[config.mk]
export PLATFORM = sky130hd
export DESIGN_NAME = atm_session_ctrl
export DESIGN_NICKNAME = d
export VERILOG_FILES = /design/src/rtl/atm_session_ctrl.sv
export SDC_FILE = /design/constraint.sdc
export NUM_CORES = 1
export LEC_CHECK = 0
export CAP_MARGIN = 30
export CORE_UTILIZATION = 55
export DETAILED_ROUTE_END_ITERATION = 6
export PLACE_DENSITY = 0.87
export SETUP_SLACK_MARGIN = 0.5
export SYNTH_ARGS = -nofsm -noshare
export SYNTH_HDL_FRONTEND = slang
export SYNTH_SLANG_ARGS = --single-unit
export TNS_END_PERCENT = 30
[constraint.sdc]
create_clock -name clock -period 6.4 [get_ports clock]
set_input_delay 1.6 -clock clock [delete_from_list [all_inputs] [get_ports clock]]
set_output_delay 1.6 -clock clock [all_outputs]
set_load 0.01 [all_outputs]
[src/rtl/atm_session_ctrl.sv]
// ATM session controller: card check, PIN retries, amount, dispense, eject.
// Optional daily withdrawal cap enabled by defining ATM_DAILY_LIMIT_EN.
module atm_session_ctrl #(
  parameter int PIN_W        = 16,
  parameter int AMT_W        = 16,
  parameter int MAX_TRIES    = 3,
  parameter int TIMEOUT_CYC  = 255,
  parameter int PIN_VALID    = 1234,
  parameter int INIT_BALANCE = 10000,
  parameter int DAILY_LIMIT  = 20000
) (
  input  logic                           clock,
  input  logic                           reset,
  input  logic                           card_in,
  input  logic                           card_ok,
  input  logic                           pin_stb,
  input  logic [PIN_W-1:0]               pin_in,
  input  logic                           amt_stb,
  input  logic [AMT_W-1:0]               amount,
  output logic                           green,
  output logic                           red,
  output logic                           alarm,
  output logic                           card_inserted,
  output logic                           card_valid,
  output logic                           dispense,
  output logic [AMT_W-1:0]               dispense_amt,
  output logic                           reject,
  output logic                           timeout,
  output logic                           eject_card,
  output logic                           retain_card,
  output logic [AMT_W-1:0]               balance,
  output logic [$clog2(MAX_TRIES+1)-1:0] tries_left,
  output logic [2:0]                     state
`ifdef ATM_DAILY_LIMIT_EN
  ,
  output logic                           limit_hit
`endif
);

  localparam int TW = $clog2(MAX_TRIES+1);
  localparam int CW = $clog2(TIMEOUT_CYC+1);

  localparam logic [2:0] S_IDLE = 3'd0;
  localparam logic [2:0] S_CARD = 3'd1;
  localparam logic [2:0] S_PIN  = 3'd2;
  localparam logic [2:0] S_AMT  = 3'd3;
  localparam logic [2:0] S_DISP = 3'd4;
  localparam logic [2:0] S_EJCT = 3'd5;
  localparam logic [2:0] S_LOCK = 3'd6;

  logic [2:0]       state_q, state_d;
  logic [TW-1:0]    tries_q, tries_d;
  logic [CW-1:0]    timer_q, timer_d;
  logic [AMT_W-1:0] bal_q, bal_d;
  logic [AMT_W-1:0] amt_q, amt_d;
  logic             rej_q, rej_d;
  logic             to_q, to_d;
  logic             tmo;
  logic             counting;
  logic             over_lim;
  logic             bad_amt;

`ifdef ATM_DAILY_LIMIT_EN
  logic [AMT_W:0]   wd_q, wd_d;
  logic             lim_q, lim_d;
  logic [AMT_W+1:0] wd_sum;

  // Cumulative total including the pending request
  always_comb begin
    wd_sum   = {1'b0, wd_q} + {2'b00, amount};
    over_lim = wd_sum > (AMT_W+2)'(DAILY_LIMIT);
  end
`else
  assign over_lim = 1'b0;
`endif

  assign counting = (state_q == S_CARD) ||
                    (state_q == S_PIN)  ||
                    (state_q == S_AMT);
  assign tmo      = timer_q == CW'(TIMEOUT_CYC-1);
  assign bad_amt  = (amount == '0) || (amount > bal_q) || over_lim;

  // Next-state: card pull beats strobes, strobes beat timeout
  always_comb begin
    state_d = state_q;
    tries_d = tries_q;
    bal_d   = bal_q;
    amt_d   = amt_q;
    rej_d   = 1'b0;
    to_d    = 1'b0;
`ifdef ATM_DAILY_LIMIT_EN
    wd_d    = wd_q;
    lim_d   = 1'b0;
`endif
    case (state_q)
      S_IDLE: begin
        if (card_in) begin
          state_d = S_CARD;
          tries_d = TW'(MAX_TRIES);
        end
      end
      S_CARD: begin
        if (!card_in) begin
          state_d = S_IDLE;
        end else if (card_ok) begin
          state_d = S_PIN;
        end else if (tmo) begin
          state_d = S_EJCT;
          to_d    = 1'b1;
        end
      end
      S_PIN: begin
        if (!card_in) begin
          state_d = S_IDLE;
        end else if (pin_stb) begin
          if (pin_in == PIN_W'(PIN_VALID)) begin
            state_d = S_AMT;
          end else begin
            tries_d = tries_q - TW'(1);
            if (tries_q <= TW'(1)) state_d = S_LOCK;
          end
        end else if (tmo) begin
          state_d = S_EJCT;
          to_d    = 1'b1;
        end
      end
      S_AMT: begin
        if (!card_in) begin
          state_d = S_IDLE;
        end else if (amt_stb) begin
          if (bad_amt) begin
            rej_d   = 1'b1;
            state_d = S_EJCT;
`ifdef ATM_DAILY_LIMIT_EN
            lim_d   = over_lim;
`endif
          end else begin
            amt_d   = amount;
            state_d = S_DISP;
          end
        end else if (tmo) begin
          state_d = S_EJCT;
          to_d    = 1'b1;
        end
      end
      S_DISP: begin
        bal_d   = bal_q - amt_q;
        state_d = S_EJCT;
`ifdef ATM_DAILY_LIMIT_EN
        wd_d    = wd_q + {1'b0, amt_q};
`endif
      end
      S_EJCT: begin
        if (!card_in) state_d = S_IDLE;
      end
      S_LOCK: begin
        state_d = S_LOCK;
      end
      default: begin
        state_d = S_IDLE;
      end
    endcase
  end

  // Inactivity timer restarts on any state change or strobe
  always_comb begin
    timer_d = '0;
    if ((state_d == state_q) && !pin_stb && !amt_stb && counting)
      timer_d = timer_q + CW'(1);
  end

  // State and datapath registers
  always_ff @(posedge clock or posedge reset) begin
    if (reset) begin
      state_q <= S_IDLE;
      tries_q <= TW'(MAX_TRIES);
      timer_q <= '0;
      bal_q   <= AMT_W'(INIT_BALANCE);
      amt_q   <= '0;
      rej_q   <= 1'b0;
      to_q    <= 1'b0;
`ifdef ATM_DAILY_LIMIT_EN
      wd_q    <= '0;
      lim_q   <= 1'b0;
`endif
    end else begin
      state_q <= state_d;
      tries_q <= tries_d;
      timer_q <= timer_d;
      bal_q   <= bal_d;
      amt_q   <= amt_d;
      rej_q   <= rej_d;
      to_q    <= to_d;
`ifdef ATM_DAILY_LIMIT_EN
      wd_q    <= wd_d;
      lim_q   <= lim_d;
`endif
    end
  end

  // Moore decode of the indicator and actuator levels
  always_comb begin
    green         = 1'b0;
    red           = 1'b0;
    alarm         = 1'b0;
    card_inserted = 1'b0;
    card_valid    = 1'b0;
    dispense      = 1'b0;
    eject_card    = 1'b0;
    retain_card   = 1'b0;
    case (state_q)
      S_IDLE: red = 1'b1;
      S_CARD: begin
        green         = 1'b1;
        card_inserted = 1'b1;
      end
      S_PIN, S_AMT: begin
        green         = 1'b1;
        card_inserted = 1'b1;
        card_valid    = 1'b1;
      end
      S_DISP: begin
        green         = 1'b1;
        card_inserted = 1'b1;
        card_valid    = 1'b1;
        dispense      = 1'b1;
      end
      S_EJCT: begin
        eject_card = 1'b1;
        red        = 1'b1;
      end
      S_LOCK: begin
        alarm       = 1'b1;
        retain_card = 1'b1;
        red         = 1'b1;
      end
      default: ;
    endcase
  end

  assign dispense_amt = dispense ? amt_q : '0;
  assign reject       = rej_q;
  assign timeout      = to_q;
  assign balance      = bal_q;
  assign tries_left   = tries_q;
  assign state        = state_q;
`ifdef ATM_DAILY_LIMIT_EN
  assign limit_hit    = lim_q;
`endif

endmodule

* After elaboration in Yosys (flattened, before gate mapping)
Cells that the tools add are included.
** Operators by class
- Bitwise gates (word level) :: 1
- Multiplexer cells :: 38
- Add/sub/neg operators :: 3
- Order comparisons :: 2
- Equal/unequal tests :: 13
- Reductions and logical operators :: 16
** Operators with widths (count)
- $mux W3 :: 11
- $pmux W3 S7 :: 1
- $mux W1 :: 18
- $eq A16 B11 Y1 const B :: 1
- $gt A16 B16 Y1 :: 1
- $logic_not A16 Y1 :: 1
- $mux W16 :: 1
- $sub A16 B16 Y16 :: 1
- $eq A3 B3 Y1 const B :: 3
- $add A8 B1 Y8 const B :: 1
- $eq A8 B8 Y1 const B :: 1
- $mux W2 :: 4
- $mux W8 :: 1
- $ne A2 B2 Y1 const B :: 4
- $eq A3 B2 Y1 const B :: 2
- $reduce_or A3 Y1 :: 2
- $reduce_and A5 Y1 :: 1
- $pmux W2 S2 :: 1
- $reduce_and A4 Y1 :: 1
- $reduce_or A4 Y1 :: 1
- $eq A3 B1 Y1 const B :: 1
- $eq A3 B3 Y1 :: 1
- $logic_and A1 B1 Y1 :: 3
- $logic_not A3 Y1 :: 1
- other kinds (7) :: 10
** Storage, ports and cells
- Word-level logic and storage cells :: 80
- Output and inout bits :: 47
- Flip-flop bits (word level) :: 47

* Logic depth before layout (Yosys ltp)
- Depth in word-level cells :: 11
- Gate-level depth with buffers :: 11

* Least setup slack after synthesis
OpenSTA, ideal clock, no wires.
- Path kind :: input to register
- Start :: input port amount[9]
- End :: register amt_q[0]
- Stages :: 10
- Slack :: 2981 ps
- Setup time :: 125 ps
- Arrival time :: 3294 ps
- Cell sequence :: ha_1 -> a21o_1 -> a21o_1 -> a21oi_1 -> o21ai_1 -> o21ai_2 -> and3b_1 -> buf_4 -> buf_6 -> mux2_4
** On the way
- Longest elaborated chain between the ends :: 4
** RTL lines
- start, declared :: RTL line 19 : input logic [AMT_W-1:0] amount,
- $gt A16 B16 Y1 / $logic_not A16 Y1 (equally long branches) :: RTL line 81 : assign bad_amt = (amount == '0) || (amount > bal_q) || over_lim;
- $logic_or A1 B1 Y1 * :: RTL line 81
- $not A1 Y1 (no line) *
- $reduce_and A4 Y1 (no line) *
- end signal, assigned :: RTL line 191 : amt_q <= amt_d;
- end, declared :: RTL line 55 : logic [AMT_W-1:0] amt_q, amt_d;
Every way passes the cells marked *; elsewhere a longest branch is shown, timed or not.
A chain may end at the register's enable or synchronous reset.

* Worst setup path after layout
- Start :: register state_q[0], in the netlist state[0]
- End :: output port dispense
** On the way
- Longest elaborated chain between the ends :: 2
** RTL lines
- start, declared :: RTL line 51 : logic [2:0] state_q, state_d;
- start signal, assigned :: RTL line 187 : state_q <= state_d;
- $eq A3 B3 Y1 :: RTL line 211 : case (state_q)
- $mux W1 :: RTL line 211
- end, declared :: RTL line 25 : output logic dispense,
Every way passes these cells.

==> flow_summary.json <==
{
  "grt-ovfl-total": 0,
  "rows": 28,
  "synthesis.nets": 465,
  "viasPerCell": 5.91,
  "avgRoutedWirePerCell_um": 16.2,
  "drc_errors": 0,
  "cts.repair.resized": 0,
  "min_path_cells": 2,
  "status": "completed",
  "grt_pass1_vias": 3236,
  "synthArstFlopShare_pct": 100,
  "grt_pass1_wl_um": 14700,
  "place_hpwl_um": 6850,
  "grt_use_total_pct": 28.4,
  "worst-r2r-cell-count": 9,
  "met1_usage_pct": 34.0,
  "ys_types": 61,
  "diodes": 0,
  "synthFlopType": "dfrtp_1",
  "hp-class": "flop to flop",
  "finalHoldViolCount": 0,
  "globalplace.congestion": 0.943,
  "yosys.area_share.adder_pct": 12.6,
  "cp-end-kind": "output pin",
  "post_cts_buffers": 0,
  "wirelength_um": 8860,
  "rsz0062_at_grt": "false",
  "core_area_um2": 6060,
  "synthSimpleGateAreaFrac_pct": 17.8,
  "antenna_found_initial": 0,
  "htree_levels": 2,
  "synth_compound_area_share_pct": 19.0,
  "clk_pin_slew_ns": 0.09,
  "synthTopCellsByArea": "dfrtp_1 28%, ha_1 12%, dfstp_2 5.2%",
  "grt_max_degree": 43,
  "max_cap_violations": 0,
  "grt.busiest_layer": "met2",
  "num_vias": 3232,
  "ys_seq_elements": 47,
  "drive_gt1_share_pct": 10.6,
  "area_growth_pct": 28.0,
  "num-fill-cells": 430,
  "layout_setup_ws_ns": 1.92,
  "slowest_delay_ns": 0.84,
  "synth_warnings": 0,
  "start_util_pct": 58.3,
  "yosysSeqAreaShare_pct": 33.5,
  "drt.antenna.violating_nets": 0,
  "nNetsFinal": 544,
  "critical_path_cell_count": 5,
  "max_freq_ghz": 0.223,
  "setup_tns_ns": 0,
  "worst-path-buf-inv": 4,
  "grt_util_met2_pct": 51.1,
  "ir_worst_vdd_uv": 292,
  "p_leak_nw": 1.98,
  "crit_required_ns": 4.80,
  "drv_slew": 0,
  "use_met3_pct": 4.29,
  "cts_buffer_depth": 2,
  "cts_tree": "built",
  "cts_made_buffers": 5,
  "power_density_nw_per_um2": 487,
  "synth_top_area_share_pct": 28.3,
  "synth_top_area_cell": "dfrtp_1",
  "io_buffer_count": 84,
  "start_kind": "flop",
  "cts-root-buf": "clkbuf_8",
  "insertion_delay_ns": 0.30,
  "synth-edff-count": 0,
  "dieArea_um2": 6750,
  "syn_avg_cell_area_um2": 9.02,
  "synth_top_family_by_area": "compound AO/OA/AOI/OAI gates",
  "cts_hold_buf": 0,
  "die_w_um": 82.2,
  "synth.most_common_cell": "inv_1",
  "final_util_pct": 74.7,
  "setup_viol": 0,
  "cts.sink_count": 47,
  "syn_area_um2": 3540,
  "synth-xor-area-share_pct": 3.72,
  "drt_first_pass_iters": 5,
  "die_y_um": 82.2,
  "multi_input_area_um2": 2110,
  "syn-instance-count": 392,
  "worstPathArrival_ns": 2.88,
  "cp_max_fo": 27,
  "criticalPathCategory": "flop to output pin",
  "seqCellArea_um2": 1180,
  "period_needed_ns": 4.48,
  "ys_top_cells_by_count": "41 x inv_1, 40 x dfrtp_1, 34 x ha_1, 34 x nand2_1, 31 x nor2_1",
  "tightest_slew_ns": 0.943,
  "drt_iter0_markers": 223,
  "fin_crit_sh_pct": 70.0,
  "place_ws_ns": 1.91,
  "critical_path.top_delay_family": "buffers and inverters",
  "synthMuxAreaShare_pct": 6.72,
  "path_cells": "inv_2 > nand2_1 > buf_4 > inv_1 > clkdlybuf4s50_1",
  "io_pins": 85,
  "fin_skew_ns": 0.00771,
  "critPathSlowestCell": "dfrtp_1",
  "relSlewSlack_pct": 37.1,
  "hold_slack_ns": 0.493
}
-- worst register-to-register path: cells and delay by family, from the launching register on --
family / cells / cell delay [ns]
buffers and inverters: 1 / 0.05
multiplexers: 1 / 0.43
AO/OA/AOI/OAI: 5 / 0.72
adder cells (fa/ha/maj): 1 / 0.29
flip-flops: 1 / 0.57
AND/OR/NAND/NOR: 1 / 0.81
-- layout make-up --
type | count | share of cell area, %
Clock buffer | 7 | 1.69
Clock inverter | 1 | 0.664
Inverter | 42 | 3.48
Multi-Input combinational cell | 289 | 46.7
Sequential cell | 47 | 26.2
Tap cell | 75 | 2.07
Timing Repair Buffer | 86 | 19.2
-- through the flow --
stage | power [mW] | cell area, µm² | cells
4_1_cts | 2.19 | 4530 | 547
3_3_place_gp | 1.89 | 4400 | 538
5_1_grt | 2.39 | 4530 | 547
6_report | 2.20 | 4530 | 547
3_5_place_dp | 1.95 | 4420 | 539
2_1_floorplan | 1.52 | 3540 | 392
-- cell usage in the layout (no fill, tap or decap), types with 2 or more instances in the layout --
master / netlist / layout
a211oi_1: 2 / 2
a211oi_2: 8 / 8
a21o_1: 8 / 8
a21oi_1: 19 / 19
a31oi_1: 2 / 2
and3_1: 3 / 3
and3_4: 2 / 2
clkbuf_1: 6 / 2
clkbuf_8: 0 / 5
clkdlybuf4s50_1: 0 / 84
dfrtp_1: 40 / 40
dfstp_2: 7 / 7
ha_1: 34 / 34
inv_1: 41 / 40
inv_2: 1 / 2
mux2_2: 6 / 6
mux2_4: 10 / 10
mux2i_1: 2 / 2
nand2_1: 34 / 34
nand2b_1: 9 / 9
nand3_1: 13 / 13
nand4_1: 8 / 8
nor2_1: 31 / 31
nor2b_1: 3 / 3
nor3_1: 5 / 5
nor4_1: 6 / 6
o21a_1: 7 / 7
o21ai_0: 19 / 19
o21ai_1: 10 / 10
o31a_1: 3 / 3
o31ai_1: 2 / 2
o31ai_2: 2 / 2
xnor2_1: 6 / 6
xor2_1: 9 / 9
-- worst paths after layout --
kind / slack, ns / start / end
worst min register to register: 0.49 / balance[13] / balance[13]
worst max-delay path: 1.92 / state[0] / dispense
max in group asynchronous: 4.38 / reset / tries_left[0]
min in group asynchronous: 1.50 / reset / timer_q[6]
worst max register to register: 3.41 / balance[13] / amt_q[12]
worst min-delay path: 0.49 / balance[13] / balance[13]
-- state kept, by name (all words and copies together), names as in the netlist --
register    count
balance        16
timeout         1
amt_q          16
timer_q         8
reject          1
state           3
tries_left      2
-- power by group --
part	switching, mW	internal [mW]	total [mW]
registers	0.135	0.417	0.552
clock network	0.103	0.117	0.220
logic	0.754	0.678	1.43
-- kinds of logic (layout without fill, tap and decap cells) --
family,Yosys count,after routing
XOR/XNOR,15,15
flip-flops,47,47
AO/OA/AOI/OAI,96,96
AND/OR/NAND/NOR,125,125
buffers and inverters,56,136
multiplexers,18,18
adder cells (fa/ha/maj),35,35
-- metal layers --
metal	vias up	part of all wire [%]	wire length [µm]
met2	127	51	4510
met5	-	0	0
met4	0	2.1	182
met1	1546	42	3750
met3	20	4.8	422
li1	1539	-	-
No activity file was read; power rests on OpenSTA's default activity.
==> RTL edit, RTL diff (config.mk and constraints unchanged) <==
Reset style: synchronous (`reset`), changed in one clocked block.
--- a/src/rtl/atm_session_ctrl.sv
+++ b/src/rtl/atm_session_ctrl.sv
@@ -172,3 +172,3 @@
   // State and datapath registers
-  always_ff @(posedge clock or posedge reset) begin
+  always_ff @(posedge clock) begin
     if (reset) begin
Formal check against the unedited RTL: differs if reset is asserted again (counterexample within 4 cycles, from zero or initial values and one cycle with reset high); with reset held inactive, the same outputs for 10 cycles.
==> RTL edit against the unedited design <==
Area after synthesis shrank 2.9%. Sequential cell count is the same. Worst setup slack lost 0.044 ns. Maximum frequency shrank 0.97%. Routed wire length grew 12%. Final area shrank 2.6%. Synthesized cell count grew 12%.
Power is left out: it rests on default switching activity, and per cell area and clock period it moved more than threefold.
==> RTL edit: results <==
{
  "worst_path_largest_cell_delay_ns": 0.56,
  "initial_antenna_violation_count": 0,
  "detail_route.first_pass.iterations": 6,
  "ctsLongestPathBuffers": 2,
  "critical_path.max_fanout": 22,
  "final_setup_vio_count": 0,
  "cts.repair_timing.setup_buffer_count": 0,
  "place.gp.congestion": 1.00,
  "number_of_global_route_vias_before_repair": 3233,
  "cts-root-buf": "clkbuf_8",
  "syn_nets": 512,
  "nFillCells": 489,
  "fraction_of_final_layout_cells_sized_beyond_drive_strength_1_pct": 2.73,
  "drv_slew": 0,
  "wl_per_cell_um": 16.9,
  "netlist_top_cells_count": "dfxtp_1 (47), nor2_1 (41), nand2_1 (39), inv_1 (37), ha_1 (34)",
  "grt_first_pass_wirelength_um": 15400,
  "nNetsFinal": 584,
  "via_count": 3584,
  "globalRoute.totalOverflow": 0,
  "ctsHtreeMaxLevel": 2,
  "grt_start_max_net_pins": 38,
  "synth_area_leaders": "dfxtp_1 (27%), ha_1 (12%), nor2_1 (4.5%)",
  "drt-initial-drc-count": 323,
  "status": "finished clean",
  "arrival_worst_endpoint_ns": 2.93,
  "ys_types": 52,
  "synth-seq-area-share_pct": 27.4,
  "place_hpwl_um": 7470,
  "async_flop_share_pct": 0,
  "slew-limit-headroom_pct": 29.2,
  "finalClockSkew_ns": 0.00622,
  "critPathSlowestCell": "dfxtp_1",
  "globalRouteTotalUtil_pct": 30.7,
  "antenna-diode-count": 0
}
==> RTL edit: changes by cell type after synthesis, sizes merged, moves of 10 or more <==
cell / unedited run / this run
dfrtp: 40 / 0
o21ai: 30 / 18
or4: 1 / 16
o31ai: 4 / 17
mux2: 16 / 1
nor2: 31 / 41
dfxtp: 0 / 47
==> RTL edit: worst paths after layout <==
path / startpoint / depth (start not counted) / slack [ns] / endpoint
worst max register to register: state[1] / 9 / 3.32 / balance[15]
worst max-delay path: state[1] / 6 / 1.87 / dispense
worst min register to register: timer_q[0] / 1 / 0.50 / timer_q[0]
worst min-delay path: timer_q[0] / 1 / 0.50 / timer_q[0]
==> RTL edit: logic make-up (layout without fill, tap and decap cells) <==
family | count (synthesis) | after routing | synth area share [%]
and+or+nand+nor | 174 | 174 | 27.0
adders and majority gates | 35 | 35 | 13.0
xor gates and xnor gates | 12 | 12 | 3.06
buffers and inverters | 61 | 134 | 7.22
DFF | 47 | 47 | 27.4
muxes | 5 | 5 | 1.49
AOI/OAI and AO/OA | 105 | 105 | 20.8
==> RTL edit: per-layer routing <==
metal	vias to the layer above	global-route usage [%]	part of all wire, %
li1	1743	-	-
met3	29	5.17	7.8
met4	0	10.2	2.9
met2	160	50.0	47
met5	-	0	0
met1	1652	41.0	42
==> RTL edit: final cells by class <==
class,instances,area [sq um],share of cell area [%]
Clock inverter,2,35.0,0.795
Inverter,39,146,3.32
Tap cell,75,93.8,2.13
Sequential cell,47,941,21.4
Clock buffer,6,82.6,1.87
Multi-Input combinational cell,331,2240,50.9
Timing Repair Buffer,87,863,19.6
==> RTL edit: through the flow <==
step,cells,utilization (%),setup WS (ns),instance area [sq um]
after floorplan,439,-,2.75,3430
after global placement,579,72.0,1.85,4290
after detailed placement,579,72.0,1.76,4290
after CTS,587,74.0,1.93,4410
after global routing,587,74.0,1.70,4410
final,587,74.0,1.87,4410
